[config.mk]
export PLATFORM = sky130hd
export DESIGN_NAME = instruction_fetch_unit
export DESIGN_NICKNAME = d
export VERILOG_FILES = /design/src/rtl/instruction_fetch_unit.sv
export SDC_FILE = /design/constraint.sdc
export NUM_CORES = 1
export LEC_CHECK = 0
export ABC_AREA = 1
export CORE_UTILIZATION = 30
export CTS_CLUSTER_SIZE = 8
export DETAILED_ROUTE_END_ITERATION = 6
export HOLD_SLACK_MARGIN = 0.12
export PLACE_DENSITY = 0.54
export SLEW_MARGIN = 10
export SYNTH_ARGS = -nofsm -noshare
export SYNTH_HDL_FRONTEND = slang
export SYNTH_SLANG_ARGS = --single-unit
export TNS_END_PERCENT = 10
[constraint.sdc]
create_clock -name CLK -period 2.6 [get_ports CLK]
set_clock_uncertainty 0.2 [all_clocks]
set_input_delay 0.78 -clock CLK [delete_from_list [all_inputs] [get_ports CLK]]
set_output_delay 0.78 -clock CLK [all_outputs]
set_load 0.01 [all_outputs]
[src/rtl/instruction_fetch_unit.sv]
// Fetch stage: owns the PC, reads instruction memory through a busywait handshake
// and holds the fetched word stable until the execute side releases it.
module instruction_fetch_unit #(
  parameter int unsigned IMEM_AW  = 8,
  parameter logic [31:0] RESET_PC = 32'h0000_0000
) (
  input  logic               CLK,
  input  logic               RESET,
  input  logic               jump,
  input  logic               branch_taken,
  input  logic [7:0]         offset,
  input  logic               stall,
  input  logic [31:0]        imem_rdata,
  input  logic               imem_busywait,
  output logic               imem_read,
  output logic [IMEM_AW-1:0] imem_addr,
  output logic [31:0]        pc,
  output logic [31:0]        instruction,
  output logic               instr_valid
);

  typedef enum logic [1:0] {IDLE, FETCH, VALID} state_t;

  state_t      state, state_nx;
  logic        load_instr;
  logic        advance;
  logic [31:0] next_pc;
  logic [31:0] redirect;

  // Word offset scaled to bytes; added on top of the sequential pc+4.
  assign redirect = (jump | branch_taken) ? {{22{offset[7]}}, offset, 2'b00} : '0;
  assign next_pc  = pc + 32'd4 + redirect;

  assign imem_read   = (state == FETCH);
  assign instr_valid = (state == VALID);
  assign imem_addr   = pc[IMEM_AW+1:2];

  always_comb begin
    state_nx   = state;
    load_instr = 1'b0;
    advance    = 1'b0;
    unique case (state)
      IDLE:  state_nx = FETCH;
      FETCH: if (!imem_busywait) begin
        state_nx   = VALID;
        load_instr = 1'b1;
      end
      VALID: if (!stall) begin
        state_nx = FETCH;
        advance  = 1'b1;
      end
      default: state_nx = IDLE;
    endcase
  end

  always_ff @(posedge CLK or negedge RESET) begin
    if (!RESET) begin
      state       <= IDLE;
      pc          <= RESET_PC;
      instruction <= '0;
    end else begin
      state <= state_nx;
      if (load_instr) instruction <= imem_rdata;
      if (advance)    pc          <= next_pc;
    end
  end

endmodule

==> results.py <==
metrics = {
    "status": {
        "status": "finished with violations",
        "violations": "negative setup slack",
    },
    "setup_path": {
        "cp_max_fo": 7,
        "critPathKind": "in -> reg",
        "worstSetupEndpointType": "register",
        "crit_path_start_kind": "input pin",
        "crit_required_ns": 2.64,
        "cp.arrival_ns": 2.79,
    },
    "global_route": {
        "antenna_found_initial": 0,
        "gr-usage-all-layers": 0.189,
        "grt_pass1_vias": 5105,
        "grt_max_degree": 36,
        "grt_overflow": 0,
        "grt_pass1_wl_mm": 26.2,
    },
    "finish": {
        "synthToLayoutAreaGrowth_pct": 62.3,
        "final_cell_mix": "nand2_1, inv_1, clkdlybuf4s50_1",
        "fill_cells": 1648,
        "fin_util": 0.504,
        "drive_gt1_frac": 0.319,
        "nNetsFinal": 1029,
        "final_common_cell": "nand2_1",
        "antennaDiodeCount": 0,
        "final_cells": 1171,
    },
    "power": {
        "powerDensity_nw_per_um2": 1190,
        "leakage_nw": 4.23,
        "max-vdd-ir-drop_mv": 0.473,
    },
    "sta": {
        "hold_ws_ns": 0.183,
        "finalSetupViolCount": 22,
        "finalWorstSetupSlack_ns": -0.151,
        "rsz0062_at_grt": "yes",
        "slew_viol_final": 0,
        "finalHoldViolations": 0,
        "fin_crit_ns": 2.75,
        "fmax_mhz": 364,
        "period_share": 1.06,
        "setup_tns_ns": -1.84,
    },
    "placement": {
        "place_congestion": 0.862,
        "dp_hpwl_mm": 12.1,
        "port_buffers": 117,
        "numPlacedInstances": 1140,
    },
    "clock_tree": {
        "cts_buffers": 9,
        "cts-root-buf": "clkbuf_16",
        "clock_latency_ns": 0.34,
        "tritoncts": "yes",
        "h-tree-depth": 3,
        "cts_sinks": 64,
        "ctsHoldBuffers": 0,
        "clk_path_buf_depth": 2,
        "cts.reportedPaths.clkPinSlew_ns": 0.06,
    },
    "route": {
        "initialDrtViolationCount": 218,
        "drt-total-wl_mm": 16.3,
        "drcViolationCount": 0,
        "avgViaCountPerCell": 4.40,
        "via_count": 5153,
        "drt.antenna.violating_nets": 0,
        "drt_first_pass_iters": 4,
        "post_drt_wl_per_cell_um": 13.9,
    },
    "yosys": {
        "synth_cell_type_count": 30,
        "syn_area_per_cell_sq_um": 6.93,
        "yosys_warnings": 0,
        "syn-cell-area_sq_um": 5200,
        "yosys_register_bits": 64,
        "synth-seq-area-share": 0.308,
        "synth_cells": 750,
    },
    "min_path": {
        "hp-class": "in -> async",
    },
    "floorplanning": {
        "rows": 47,
        "io_pins": 120,
        "die_h_um": 134,
        "die_w_um": 134,
        "dieArea_sq_um": 17900,
        "initial_utilization": 0.310,
        "core-area_sq_um": 16800,
    },
    "flow_run": {
        "timing.max_cap.violations": 0,
    },
}
-- power by group --
group	internal [mW]	switching, mW
clock	0.762	0.502
combinational	3.63	3.24
sequential	1.50	0.420
total	5.89	4.16
-- registers in the layout, summed over array words and instances, names as in the netlist --
signal / flops
instruction: 32
pc: 30
state: 2
-- cell families after synthesis --
| family | after synthesis | synth area share |
|---|---|---|
| muxes | 32 | 0.0902 |
| buffers and inverters | 155 | 0.131 |
| and+or+nand+nor | 413 | 0.326 |
| adders and majority gates | 36 | 0.0881 |
| DFF | 64 | 0.308 |
| xor gates and xnor gates | 12 | 0.0202 |
| AOI/OAI and AO/OA | 37 | 0.0366 |
| other | 1 | 0.000721 |
-- metal layers --
metal / part of all wire / vias up / global-route usage / wire, um
met5: 0 / - / 0 / 0
met4: 0.023 / 0 / 0.0789 / 369
met3: 0.039 / 27 / 0.0289 / 638
met2: 0.48 / 98 / 0.315 / 7810
met1: 0.46 / 2349 / 0.244 / 7510
li1: - / 2679 / - / -
-- cell type report --
| cell class | instances | area [sq um] | area share |
|---|---|---|---|
| clock inverter | 5 | 57.6 | 0.00682 |
| clock buffer | 10 | 239 | 0.0283 |
| multi-input combinational | 532 | 3820 | 0.452 |
| tap | 220 | 275 | 0.0326 |
| inverter | 133 | 499 | 0.0591 |
| timing repair buffer | 207 | 1950 | 0.231 |
| sequential | 64 | 1600 | 0.190 |
-- cell usage after synthesis --
cell type    n  area [sq um]
nor2_1     105           394
nand3b_2     1          11.3
nand3b_1    11          82.6
nor2_2       5          31.3
clkinv_1     1          3.75
mux2_4      29           435
nand4_1      4          25.0
buf_2        3          15.0
nor2_4       1          11.3
o21ai_0     17          85.1
clkbuf_1     4          15.0
fa_1         1          20.0
buf_4       12          90.1
xnor2_1     11          96.3
nand3_1     36           180
conb_1       1          3.75
buf_12       3          60.1
nand3_4      1          17.5
inv_1      131           492
inv_2        1          3.75
nand2_2      2          12.5
dfrtp_1     64          1600
o21bai_1     1          7.51
nand2_1    247           927
a21oi_1     14          70.1
a21o_1       1          7.51
ha_1        35           438
xor2_1       1          8.76
mux2_2       3          33.8
o21ai_1      4          20.0
-- timing repair --
| action | 4_1_cts | 5_1_grt |
|---|---|---|
| gates resized for setup | 134 | 91 |
| endpoints found under the setup margin | 27 | 26 |
| pin swaps | 67 | 62 |
| setup buffers | 12 | 4 |
-- critical path: stages --
cell      delay (ns)
buf_8           0.10
nor2_4          0.15
nor2_4          0.06
inv_2           0.09
buf_8           0.16
nor2_4          0.05
buf_4           0.14
ha_4            0.29
nand2_4         0.06
buf_4           0.14
nor2_4          0.20
nand3_4         0.10
nand3b_4        0.14
nand2_2         0.07
nand2_1         0.06
nand2_1         0.06
nand3_2         0.07
nand2_1         0.05
-- final timing paths --
check	startpoint	endpoint	slack, ns	cells after the start
max reg2reg	pc[3]	pc[23]	0.22	11
max	jump	pc[23]	-0.15	18
min	RESET	pc[23]	0.18	1
min reg2reg	instruction[31]	instruction[31]	0.31	1
max in group asynchronous	RESET	pc[8]	1.44	2
min in group CLK	instruction[31]	instruction[31]	0.31	1
-- per-stage QoR --
step	setup WS (ns)	power (mW)	cell area, sq um
floorplan	-0.175	5.20	5270
global placement	-1.06	7.49	7120
detailed placement	-1.08	7.52	7120
CTS	-0.181	9.56	7990
global route	-0.263	10.8	8440
finish	-0.151	10.0	8440
(Power assumes the default switching activity.)
